File: src/rtl/fme_window_loader.sv
// Assembles two 8-pixel beats into a 16-sample window row and queues it in a
// 2-entry FIFO for the interpolation stage, with row stamping and framing checks.
module fme_window_loader #(
  parameter int DATAWIDTH = 8
) (
  input  logic                        clk,
  input  logic                        rst_n,
  input  logic                        in_valid,
  output logic                        in_ready,
  input  logic                        in_first,
  input  logic [8*DATAWIDTH-1:0]      in_data,
  output logic                        out_valid,
  input  logic                        out_ready,
  output logic signed [DATAWIDTH+7:0] A0,
  output logic signed [DATAWIDTH+7:0] A1,
  output logic signed [DATAWIDTH+7:0] A2,
  output logic signed [DATAWIDTH+7:0] A3,
  output logic signed [DATAWIDTH+7:0] A4,
  output logic signed [DATAWIDTH+7:0] A5,
  output logic signed [DATAWIDTH+7:0] A6,
  output logic signed [DATAWIDTH+7:0] A7,
  output logic signed [DATAWIDTH+7:0] A8,
  output logic signed [DATAWIDTH+7:0] A9,
  output logic signed [DATAWIDTH+7:0] A10,
  output logic signed [DATAWIDTH+7:0] A11,
  output logic signed [DATAWIDTH+7:0] A12,
  output logic signed [DATAWIDTH+7:0] A13,
  output logic signed [DATAWIDTH+7:0] A14,
  output logic signed [DATAWIDTH+7:0] A15,
  output logic [3:0]                  out_row,
  output logic                        out_last,
  output logic                        err
);

  localparam int HW = 8 * DATAWIDTH;
  localparam int SW = DATAWIDTH + 8;

  function automatic logic signed [SW-1:0] widen(input logic [DATAWIDTH-1:0] pix);
    return $signed({8'd0, pix});
  endfunction

  logic            half_vld_p0;
  logic [HW-1:0]   half_p0;
  logic [2*HW-1:0] win_p1 [2];
  logic [3:0]      row_p1 [2];
  logic [1:0]      count;
  logic            wr_ptr;
  logic            rd_ptr;
  logic [3:0]      row_cnt;
  logic            accept;
  logic            push;
  logic            pop;
  logic            frame_err;
  logic [2*HW-1:0] head;

  assign out_valid = (count != 2'd0);
  assign pop       = out_valid && out_ready;
  assign in_ready  = !half_vld_p0 || (count != 2'd2) || pop;
  assign accept    = in_valid && in_ready;
  assign push      = accept && !in_first && half_vld_p0;
  // first-while-holding and second-without-half are both framing errors
  assign frame_err = accept && (in_first == half_vld_p0);

  // Stage p0: half-row capture
  always_ff @(posedge clk or negedge rst_n) begin
    if (!rst_n) begin
      half_vld_p0 <= 1'b0;
      err         <= 1'b0;
    end else begin
      err <= frame_err;
      if (accept) half_vld_p0 <= in_first;
    end
  end

  always_ff @(posedge clk) begin
    if (accept && in_first) half_p0 <= in_data;
  end

  // Stage p1: window FIFO and row stamping
  always_ff @(posedge clk or negedge rst_n) begin
    if (!rst_n) begin
      for (int i = 0; i < 2; i++) begin
        win_p1[i] <= '0;
        row_p1[i] <= '0;
      end
      count   <= 2'd0;
      wr_ptr  <= 1'b0;
      rd_ptr  <= 1'b0;
      row_cnt <= 4'd0;
    end else begin
      if (push) begin
        win_p1[wr_ptr] <= {in_data, half_p0};
        row_p1[wr_ptr] <= row_cnt;
        wr_ptr         <= ~wr_ptr;
        row_cnt        <= row_cnt + 4'd1;
      end
      if (pop) rd_ptr <= ~rd_ptr;
      case ({push, pop})
        2'b10:   count <= count + 2'd1;
        2'b01:   count <= count - 2'd1;
        default: count <= count;
      endcase
    end
  end

  assign head     = win_p1[rd_ptr];
  assign out_row  = row_p1[rd_ptr];
  assign out_last = (out_row == 4'd15);

  assign A0  = widen(head[ 0*DATAWIDTH +: DATAWIDTH]);
  assign A1  = widen(head[ 1*DATAWIDTH +: DATAWIDTH]);
  assign A2  = widen(head[ 2*DATAWIDTH +: DATAWIDTH]);
  assign A3  = widen(head[ 3*DATAWIDTH +: DATAWIDTH]);
  assign A4  = widen(head[ 4*DATAWIDTH +: DATAWIDTH]);
  assign A5  = widen(head[ 5*DATAWIDTH +: DATAWIDTH]);
  assign A6  = widen(head[ 6*DATAWIDTH +: DATAWIDTH]);
  assign A7  = widen(head[ 7*DATAWIDTH +: DATAWIDTH]);
  assign A8  = widen(head[ 8*DATAWIDTH +: DATAWIDTH]);
  assign A9  = widen(head[ 9*DATAWIDTH +: DATAWIDTH]);
  assign A10 = widen(head[10*DATAWIDTH +: DATAWIDTH]);
  assign A11 = widen(head[11*DATAWIDTH +: DATAWIDTH]);
  assign A12 = widen(head[12*DATAWIDTH +: DATAWIDTH]);
  assign A13 = widen(head[13*DATAWIDTH +: DATAWIDTH]);
  assign A14 = widen(head[14*DATAWIDTH +: DATAWIDTH]);
  assign A15 = widen(head[15*DATAWIDTH +: DATAWIDTH]);

endmodule

File: config.mk
export PLATFORM = sky130hd
export DESIGN_NAME = fme_window_loader
export DESIGN_NICKNAME = d
export VERILOG_FILES = /design/src/rtl/fme_window_loader.sv
export SDC_FILE = /design/constraint.sdc
export NUM_CORES = 1
export LEC_CHECK = 0
export CAP_MARGIN = 10
export CELL_PAD_IN_SITES_DETAIL_PLACEMENT = 1
export CELL_PAD_IN_SITES_GLOBAL_PLACEMENT = 2
export CORE_UTILIZATION = 44
export DETAILED_ROUTE_END_ITERATION = 6
export DONT_BUFFER_PORTS = 1
export HOLD_SLACK_MARGIN = 0.02
export PLACE_DENSITY_LB_ADDON = 0.05
export SLEW_MARGIN = 20
export SYNTH_ARGS = -nofsm -noshare
export SYNTH_HDL_FRONTEND = slang
export SYNTH_SLANG_ARGS = --single-unit
File: constraint.sdc
create_clock -name clk -period 3.61 [get_ports clk]
set_input_delay 1.083 -clock clk [delete_from_list [all_inputs] [get_ports clk]]
set_output_delay 1.083 -clock clk [all_outputs]
set_load 0.01 [all_outputs]
==> out/qor.csv <==
metric,value,unit
run_status,"complete, no violations",
crit_type,flip-flop to output pin,
place_inst,1350,
hold_buffers,0,
max_freq,303,MHz
yosysSeqAreaShare,0.585,
drive_gt1_frac,0.487,
io_buffer_count,0,
rows,67,
ys_ff_latch,338,
critPathLaunchType,flip-flop,
die_area,34800,sq um
place_congestion,0.703,
critPathTopFamily,flip-flops,
finClkSkew,13.3,ps
p_per_area,941,nW/um^2
die_x,187,um
syn_to_final_growth,8.58,%
yosysUniqueCellTypes,28,
dp_hpwl,18.9,mm
detail-route-antenna-nets,0,
ctsResizeCount,0,
critPathArrivalTime,2220,ps
htree_levels,2,
post_cts_buffers,0,
rsz0062_at_grt,no,
fin_crit,3310,ps
cts_tree,built,
clock_tree.buffer_depth,3,
endpoint_kind,output pin,
synth.top_cell.area_share,0.457,
fin_cells,1422,
avgRoutedWirePerCell,21.2,um
core_area,33500,sq um
cp_slowest_cell,dfrtp_4,
synth_cells,938,
synth.avg_cell_area,16.0,sq um
via_per_inst,4.97,
finalSetupViolations,0,
wl,30.2,mm
cp.required,2530,ps
grt_use_total,0.176,
post-route-period-util,0.916,
yosysTopAreaCell,dfrtp_1,
slew_headroom,0.493,
clk_latency,520,ps
synth_area_leaders,"dfrtp_1 (46%), mux2_2 (24%), edfxtp_1 (13%)",
clockRootBuffer,clkbuf_16,
path_clk_slew,60,ps
drv_slew,0,
start_util,0.447,
finalHoldViolCount,0,
finalPower,15.3,mW
grt_overflow,0,
drv_cap,0,
tightestPinTransition,760,ps
nets,1014,
ios,333,
p_leak,7.18,nW
vias,7072,
grt_pass1_wl,48.5,mm
diodes,0,
cp_max_fo,57,
hp-class,input pin to asynchronous set/reset pin,
cts_made_buffers,39,
grt_pass1_vias,7829,
die_y,187,um
first_pass_iters,4,
peakVddDrop,0.392,mV
drt_iter0_drc,205,
drc_errors,0,
worst-path-buf-inv,1,
cp_slowest_stage_delay,790,ps
yosysWarnings,0,
tns,0,ps
path_cells,buf_12 > mux2_2,
clock_sinks,338,
grt_max_degree,275,
syn_area,15000,sq um
antenna_found_initial,0,
-- per-stage QoR --
step	hold WS, ps	utilization	cell area (sq um)	setup WS, ps
after floorplan	445	-	15500	240
after global placement	462	0.447	15000	727
after detailed placement	490	0.447	15000	699
after CTS	242	0.486	16300	297
after global routing	234	0.486	16300	212
final	267	0.486	16300	304
-- synth_stat cells (all sizes together) --
| master | number |
|---|---|
| xnor2 | 3 |
| xor2 | 6 |
| or2 | 1 |
| conb | 1 |
| ha | 2 |
| nand2 | 3 |
| inv | 1 |
| edfxtp | 64 |
| nor4b | 2 |
| clkbuf | 14 |
| or4 | 1 |
| buf | 159 |
| nand3 | 1 |
| nor3 | 1 |
| and4 | 1 |
| nor2 | 1 |
| mux2i | 1 |
| nor4 | 1 |
| and2 | 1 |
| nor3b | 1 |
| dfrtp | 274 |
| and3 | 2 |
| mux2 | 397 |
-- cell type report --
cell class / count / area [sq um]
clock buffers: 58 / 1170
clock inverters: 14 / 131
fillers: 3208 / 17200
inverters: 1 / 3.75
multi-input cells: 553 / 5490
flip-flops and latches: 338 / 8780
well taps: 448 / 561
repair buffers: 10 / 150
-- registers in the layout (all words and copies together) (netlist names) --
signal	count
half_vld_p0	1
err	1
row_cnt	4
wr_ptr	1
count	2
row_p1	8
win_p1	256
half_p0	64
rd_ptr	1
-- layout by cell type (no fill, tap or decap), drive strengths merged, types with 2 or more instances in the layout --
| cell | instances |
|---|---|
| bufinv | 2 |
| dfrtp | 274 |
| ha | 2 |
| conb | 128 |
| buf | 10 |
| and3 | 2 |
| clkinv | 11 |
| nand2 | 3 |
| clkbuf | 58 |
| xnor2 | 3 |
| inv | 2 |
| xor2 | 6 |
| mux2 | 397 |
| nor4b | 2 |
| edfxtp | 64 |
-- metal layers --
metal,share of wire,wire length (um),vias up,track usage
met4,0.018,557,0,0.0460
met3,0.074,2230,45,0.0559
li1,-,-,3062,-
met1,0.42,12600,3727,0.227
met2,0.49,14800,238,0.288
met5,0,0,-,0
-- cells by family after synthesis --
group                    count (synthesis)  synth area share
buffers and inverters                  174            0.0817
adder cells (fa/ha/maj)                  2           0.00167
AND/OR/NAND/NOR                         16           0.00726
XOR/XNOR                                 9           0.00526
other                                    1          0.000250
multiplexers                           398             0.319
flip-flops                             338             0.585
-- where the power goes --
part | switching, mW | internal [mW]
registers | 0.924 | 5.50
logic | 2.29 | 2.70
clock network | 1.53 | 2.39
-- path summary, 6_finish.rpt --
path | startpoint | endpoint | slack [ps] | depth (start not counted)
worst max-delay path | rd_ptr | A6[7] | 300 | 2
worst min register to register | count[1] | count[1] | 490 | 1
worst min-delay path | rst_n | win_p1[81] | 270 | 0
max in group asynchronous | rst_n | win_p1[101] | 3060 | 0
worst max register to register | count[0] | win_p1[155] | 1370 | 4
min in group clk | count[1] | count[1] | 490 | 1
Note: power is estimated with default switching activity, not from simulation.
